[config.mk]
export PLATFORM = sky130hd
export DESIGN_NAME = operand_fetch_scoreboard
export DESIGN_NICKNAME = d
export VERILOG_FILES = /design/src/rtl/operand_fetch_scoreboard.sv
export SDC_FILE = /design/constraint.sdc
export NUM_CORES = 1
export LEC_CHECK = 0
export CAP_MARGIN = 20
export CORE_ASPECT_RATIO = 1.4
export CORE_UTILIZATION = 53
export DETAILED_ROUTE_END_ITERATION = 6
export HOLD_SLACK_MARGIN = 0.06
export PLACE_DENSITY_LB_ADDON = 0.1
export SLEW_MARGIN = 20
export SYNTH_ARGS = -nofsm -noshare
export SYNTH_HDL_FRONTEND = slang
export SYNTH_SLANG_ARGS = --single-unit
[constraint.sdc]
create_clock -name clock -period 14.8 [get_ports clock]
set_clock_uncertainty 0.1 [all_clocks]
set_input_delay 3.7 -clock clock [delete_from_list [all_inputs] [get_ports clock]]
set_output_delay 3.7 -clock clock [all_outputs]
set_load 0.02 [all_outputs]
[src/rtl/operand_fetch_scoreboard.sv]
// Operand fetch stage: reads rs/rt from the register file (with writeback bypass, r0 = 0)
// into a one-entry output register, and stalls RAW/WAW hazards against outstanding writes.
module operand_fetch_scoreboard #(
  parameter int DATA_WIDTH  = 32,
  parameter int MAX_PENDING = 8
) (
  input  logic                  clock,
  input  logic                  ctrl_reset,
  input  logic                  issue_valid,
  output logic                  issue_ready,
  input  logic [4:0]            issue_rs,
  input  logic [4:0]            issue_rt,
  input  logic [4:0]            issue_rd,
  input  logic                  issue_rd_we,
  input  logic                  wb_valid,
  input  logic [4:0]            wb_reg,
  input  logic [DATA_WIDTH-1:0] wb_data,
  output logic [4:0]            rf_readRegA,
  output logic [4:0]            rf_readRegB,
  input  logic [DATA_WIDTH-1:0] rf_dataA,
  input  logic [DATA_WIDTH-1:0] rf_dataB,
  output logic                  rf_writeEnable,
  output logic [4:0]            rf_writeReg,
  output logic [DATA_WIDTH-1:0] rf_writeData,
  output logic                  op_valid,
  input  logic                  op_ready,
  output logic [DATA_WIDTH-1:0] op_a,
  output logic [DATA_WIDTH-1:0] op_b,
  output logic [4:0]            op_rd,
  output logic                  op_rd_we,
  output logic                  sb_error
);

  // Handshakes: a transfer happens on a rising edge where valid && ready are both high.
  // Valid never waits on ready; issue_ready may look at the issue_* fields combinationally,
  // and op_* hold stable while op_valid && !op_ready.

  localparam logic [5:0] MaxPend = 6'(MAX_PENDING);

  logic [31:0]           pending;
  logic [31:0]           pendingNext;
  logic [31:0]           clrVec;
  logic [31:0]           setVec;
  logic [31:0]           hzVec;
  logic [5:0]            count;
  logic [5:0]            countBase;
  logic [5:0]            countNext;
  logic                  wbHit;
  logic                  wbStray;
  logic                  capFull;
  logic                  slotFree;
  logic                  accept;
  logic                  setEn;
  logic [DATA_WIDTH-1:0] opANext;
  logic [DATA_WIDTH-1:0] opBNext;

  assign rf_readRegA    = issue_rs;
  assign rf_readRegB    = issue_rt;
  assign rf_writeEnable = wb_valid;
  assign rf_writeReg    = wb_reg;
  assign rf_writeData   = wb_data;

  always_comb begin
    clrVec  = '0;
    setVec  = '0;
    wbHit   = wb_valid && pending[wb_reg];
    wbStray = wb_valid && (wb_reg != 5'd0) && !pending[wb_reg];
    if (wbHit) begin
      clrVec[wb_reg] = 1'b1;
    end
    // A register retiring this very cycle is no longer a hazard; r0 never is.
    hzVec     = pending & ~clrVec & ~32'h1;
    countBase = count - {5'b0, wbHit};
    capFull   = issue_rd_we && (issue_rd != 5'd0) && (countBase == MaxPend);
    slotFree  = !op_valid || op_ready;

    issue_ready = slotFree && !hzVec[issue_rs] && !hzVec[issue_rt] &&
                  !(issue_rd_we && hzVec[issue_rd]) && !capFull;
    accept = issue_valid && issue_ready;
    setEn  = accept && issue_rd_we && (issue_rd != 5'd0);
    if (setEn) begin
      setVec[issue_rd] = 1'b1;
    end
    // Set after clear so a same-cycle retire and re-issue of one register leaves it pending.
    pendingNext = (pending & ~clrVec) | setVec;
    countNext   = countBase + {5'b0, setEn};

    // The regfile returns garbage when read and write collide, so bypass wins over rf data.
    if (issue_rs == 5'd0) begin
      opANext = '0;
    end else if (wb_valid && (wb_reg == issue_rs)) begin
      opANext = wb_data;
    end else begin
      opANext = rf_dataA;
    end
    if (issue_rt == 5'd0) begin
      opBNext = '0;
    end else if (wb_valid && (wb_reg == issue_rt)) begin
      opBNext = wb_data;
    end else begin
      opBNext = rf_dataB;
    end
  end

  always_ff @(posedge clock or posedge ctrl_reset) begin
    if (ctrl_reset) begin
      pending  <= '0;
      count    <= '0;
      op_valid <= 1'b0;
      op_a     <= '0;
      op_b     <= '0;
      op_rd    <= '0;
      op_rd_we <= 1'b0;
      sb_error <= 1'b0;
    end else begin
      pending <= pendingNext;
      count   <= countNext;
      if (accept) begin
        op_valid <= 1'b1;
        op_a     <= opANext;
        op_b     <= opBNext;
        op_rd    <= issue_rd;
        op_rd_we <= issue_rd_we;
      end else if (op_ready) begin
        op_valid <= 1'b0;
      end
      if (wbStray) begin
        sb_error <= 1'b1;
      end
    end
  end

endmodule

# Word-level counts from Yosys, hierarchy flattened
# Cells that the tools add are included.
# op_classes
bitwise_logic,3
muxes,20
addsub,2
order_cmp,6
n_eq_ne,3
n_reduce_logical,29
# ops
op,count
2-to-1 mux 32 bit,6
AND 32 bit,1
inverter 32 bit,1
bitwise OR 32 bit,1
"< comparator 5 x 6 -> 1 bit, second input constant",4
binary-select mux 1 bit (select 5 bit),4
logical AND 1 bit,17
demux 1 bit (select 5 bit),2
== test 5 bit,2
"greater-or-equal comparator 5 x 1 -> 1 bit, second input constant",2
logical NOT 5 bit,2
nonzero test 5 bit,2
2-to-1 mux 1 bit,8
adder 6 x 1 -> 6 bit,1
"== test 6 x 4 -> 1 bit, second input constant",1
logical NOT 1 bit,6
subtractor 6 x 1 -> 6 bit,1
nonzero test 2 bit,1
logical OR 1 bit,1
# word_totals
output_inout_bits,121
word_cells,71
inputBits,122
register_bits,110

# Logic depth before layout (Yosys ltp)
# logic_depth
ltp_word,19
ltp_mapped,29
mapped_depth_nobuf,23

# Worst setup path before layout
# No wires, ideal clock.
# synth_path
path_kind,input-to-output
startpoint,in wb_reg[1]
endpoint,out issue_ready
slack_ps,3947
stages,18
t_arrival_ps,7053
path_buffers,3
t_required_ps,11000
path_cell_list,buf_6 mux2_1 and3_1 nor4b_4 nand4b_2 buf_2 buf_6 and2_1 ha_1 ha_1 nor2b_1 nor2_1 nand4b_1 o31ai_1 a41oi_1 o41ai_2 nor3_2 and3_1
# synth_via
elab_chain_len,14
elab_cells_between_ends,29
classes_between,add/sub: 1; order compare: 2; eq/ne: 1; mux: 11; bitwise: 2; reduce/logical: 12
# synth_rtl
element,line,rtl
"start, declared",16,"input logic [4:0] wb_reg,"
< comparator 5 x 6 -> 1 bit (not written as such) / greater-or-equal comparator 5 x 1 -> 1 bit (equally long branches),69,clrVec[wb_reg] = 1'b1;
logical AND 1 bit (not written as such),69,
2-to-1 mux 1 bit (not written as such),69,
demux 1 bit (select 5 bit),69,
2-to-1 mux 32 bit,68,if (wbHit) begin
inverter 32 bit,72,hzVec = pending & ~clrVec & ~32'h1;
AND 32 bit,72,
binary-select mux 1 bit (select 5 bit),77,issue_ready = slotFree && !hzVec[issue_rs] && !hzVec[issue_rt] &&
2-to-1 mux 1 bit (not written as such),77,
logical NOT 1 bit,77,
logical AND 1 bit (3 in series),77,
logical AND 1 bit (*),78,!(issue_rd_we && hzVec[issue_rd]) && !capFull;
"end, declared",10,"output logic issue_ready,"
# Every way passes the cells marked *; elsewhere a longest branch is shown, timed or not. The select of a mux whose other input is x is not followed.

# Final worst setup path
# layout_path
startpoint,in wb_reg[3]
endpoint,out issue_ready
# Same word-level chain as after synthesis.

==> flow_metrics.tcl <==
set metrics [dict create \
    die_height_um 150.0 \
    report.final.setup_viol 0 \
    crit_chain "clkdlybuf4s50_1 -> and3b_1 -> and3_1 -> nor4b_4 -> nand4b_2 -> buf_4 -> and2_1 -> ha_1 -> ha_1 -> nor2b_1 -> nor2_1 -> nand4b_1 -> o31ai_1 -> a41oi_1 -> o41ai_2 -> nor3_2 -> and3_1 -> clkdlybuf4s50_1" \
    postCtsSetupRepairBufs 0 \
    timing.critical_path.required_ns 11.00 \
    finalNetCount 1133 \
    hpwl_mm 22.80 \
    area.sequential_sq_um 2753 \
    cts_buffers 9 \
    clockBufferDepth 2 \
    cap_violations 0 \
    io-pin-count 243 \
    synthesis.nets 975 \
    grt_pass1_vias 7967 \
    overflow 0 \
    antenna_found_initial 0 \
    all_layer_gr_usage_pct 39.08 \
    synth_warnings 0 \
    ir_drop_mv 0.09314 \
    finalWeightedCongestion 1.070 \
    port-buffer-count 242 \
    rel_slew_slack_pct 27.76 \
    final.min_clock_period_ns 12.78 \
    die_outline_area_sq_um 16160 \
    ys_dominant_reg_cell "dfrtp_1" \
    drive_gt1_share_pct 13.65 \
    clock_tree_root_buffer_cell "clkbuf_16" \
    hold_class "flop to flop" \
    timing_hold_violations_final 0 \
    worst_slack_ns 2.017 \
    grt_setup_unrepaired "no" \
    n_fill_cell 1133 \
    global_route_wire_length_before_repair_mm 46.64 \
    std_cell_rows 53 \
    grt_start_max_net_pins 80 \
    synth-seq-cells 110 \
    clkLatencyLatePin_ns 0.34 \
    hold_ws_ns 0.4082 \
    cp-end-kind "output port" \
    multiInputGateArea_sq_um 4767 \
    timing.fmax_mhz 78.23 \
    cts.sinks 110 \
    htreeDepth 3 \
    hold_start "op_a[0]$_DFFE_PP0P_" \
    syn_area_per_cell_sq_um 9.768 \
    floorplan.initialDensity_pct 54.61 \
    final_common_cell "clkdlybuf4s50_1" \
    cts_tree "built" \
    synth.lib_cells_used.distinct 84 \
    timing.reg2reg.setup_slack_ns 9.00 \
    power.leakage_nw 4.218 \
    run_status "completed" \
    setup.worst_path.start_class "input port" \
    layout_overhead_on_the_synthesized_area_pct 29.13 \
    power_mw 1.409 \
    syn_area_sq_um 8293 \
    report.final.slew_viol_count 0 \
    tightestPinTransition_ns 1.080 \
    hold-path-cell-count 1 \
    dp_slack_ns 2.094 \
    clkSlewWorstSetupHoldPaths_ns 0.06 \
    postSynth.asyncResetShare_pct 100.0 \
    worstSetupStartpoint "wb_reg[3]" \
    coreArea_sq_um 15190 \
    non_filler_instance_count_after_layout 1204 \
    layout_worst_path_cycle_share_pct 86.37 \
    synth-seq-area-share_pct 33.19 \
    drtIter0Drc 725 \
    holdBufCountCts 0 \
    crit_path_top_delay_cell "clkdlybuf4s50_1" \
    slowest_delay_ns 0.97 \
    ant_nets 0 \
    critPathTopFamily "simple AND/OR/NAND/NOR gates" \
    hold_end "op_a[0]$_DFFE_PP0P_" \
    worstReg2RegStart "pending[6]$_DFF_PP0_" \
    detail_route.vias_per_cell 6.494 \
    cts_resized 0 \
    synth-edff-count 0 \
    postSynthCellCount 849 \
    detail_route.wirelength_mm 31.06 \
    critPathKind "input port to output port" \
    fp.dieW_um 107.7 \
    wl_per_cell_um 25.79 \
    overall_via_count_from_detail_route 7819 \
    drt_drc_violations_left 0 \
    numPlacedInstances 1188 \
    layout_common_cells "242 x clkdlybuf4s50_1, 110 x dfrtp_1, 97 x nor2_1, 83 x mux2i_1, 43 x o31ai_1" \
    worst_r2r_endpoint "op_a[18]$_DFFE_PP0P_" \
    worst_ep_arrival_time_ns 8.98 \
    cp.buffers_inverters 3 \
    fin_tns_setup_ns 0 \
    timing.reg2reg.worst_path_depth 19 \
    drt_pass1_iterations 6 \
    power_per_standard_cell_area_nw_per_um2 131.6 \
    crit_fanout 26 \
]
[flip-flops by register name (all words and copies together), names as in the netlist]
name / count
sb_error: 1
op_a: 32
op_rd: 5
count: 6
op_rd_we: 1
op_b: 32
pending: 32
op_valid: 1
[layer usage]
layer	share of wire [%]	track usage [%]	vias up
met1	34	42.25	3794
li1	-	-	3386
met4	7.1	26.71	0
met2	50	67.24	508
met3	8.7	8.972	131
met5	0	0	-
[worst reg2reg max path, delay by kind of cell, from the launching register on]
family / cells / cell delay (ns)
and+or+nand+nor: 8 / 1.65
buffers and inverters: 3 / 1.63
DFF: 1 / 0.46
adders and majority gates: 2 / 0.41
muxes: 2 / 0.74
AOI/OAI and AO/OA: 4 / 0.71
[worst max path at each step]
stage                              to  cells after the start
final                     issue_ready                     18
after global routing      issue_ready                     18
after CTS                 issue_ready                     18
after detailed placement  issue_ready                     18
after global placement    issue_ready                     18
after floorplan           issue_ready                     18
[metrics by stage]
step / cell area, sq um / utilization [%]
CTS: 10700 / 70.48
global placement: 10360 / 68.25
global route: 10710 / 70.50
detailed placement: 10360 / 68.25
floorplan: 8293 / -
finish: 10710 / 70.52
[final cells by class]
| cell class | count | area share (%) |
|---|---|---|
| clock buffers | 11 | 2.267 |
| diodes | 1 | 0.02337 |
| well taps | 192 | 2.243 |
| repair buffers | 257 | 23.71 |
| clock inverters | 4 | 0.8880 |
| flip-flops and latches | 110 | 25.70 |
| inverters | 18 | 0.6543 |
| multi-input cells | 611 | 44.51 |
[kinds of logic after synthesis]
group	synth area share (%)
and+or+nand+nor	17.03
AOI/OAI and AO/OA	14.50
muxes	22.87
buffers and inverters	9.686
DFF	33.19
xor gates and xnor gates	2.112
adders and majority gates	0.6035
[cells in the mapped netlist, types with 5 or more instances]
| cell | instances | area share [%] |
|---|---|---|
| o22ai_1 | 9 | 0.68 |
| nand2b_1 | 12 | 0.91 |
| buf_2 | 8 | 0.48 |
| a21oi_1 | 13 | 0.78 |
| clkbuf_1 | 36 | 1.6 |
| nand3_1 | 16 | 0.97 |
| nand3b_1 | 9 | 0.81 |
| buf_4 | 52 | 4.7 |
| or3_1 | 5 | 0.38 |
| dfrtp_1 | 110 | 33 |
| buf_6 | 7 | 0.95 |
| and2_1 | 6 | 0.45 |
| mux2_2 | 35 | 4.8 |
| mux2i_1 | 83 | 10 |
| o21ai_0 | 25 | 1.5 |
| nor2_1 | 97 | 4.4 |
| o31ai_1 | 43 | 3.9 |
| xnor2_1 | 11 | 1.2 |
| a311oi_1 | 6 | 0.63 |
| mux2_4 | 38 | 6.9 |
| nor4_2 | 5 | 0.75 |
| and3_1 | 6 | 0.45 |
| xor2_1 | 9 | 0.95 |
| a31oi_1 | 11 | 0.83 |
| nor2b_1 | 10 | 0.75 |
| nor3_1 | 27 | 1.6 |
| nand2_1 | 36 | 1.6 |
| inv_1 | 18 | 0.81 |
| nor4_1 | 5 | 0.38 |
[power breakdown]
group	internal (mW)	total (mW)	leakage, nW	switching, mW
registers	0.403	0.482	1.34	0.0799
clock network	0.169	0.278	0.166	0.109
logic	0.328	0.649	2.71	0.322
Note: power is estimated with default switching activity, not from simulation.
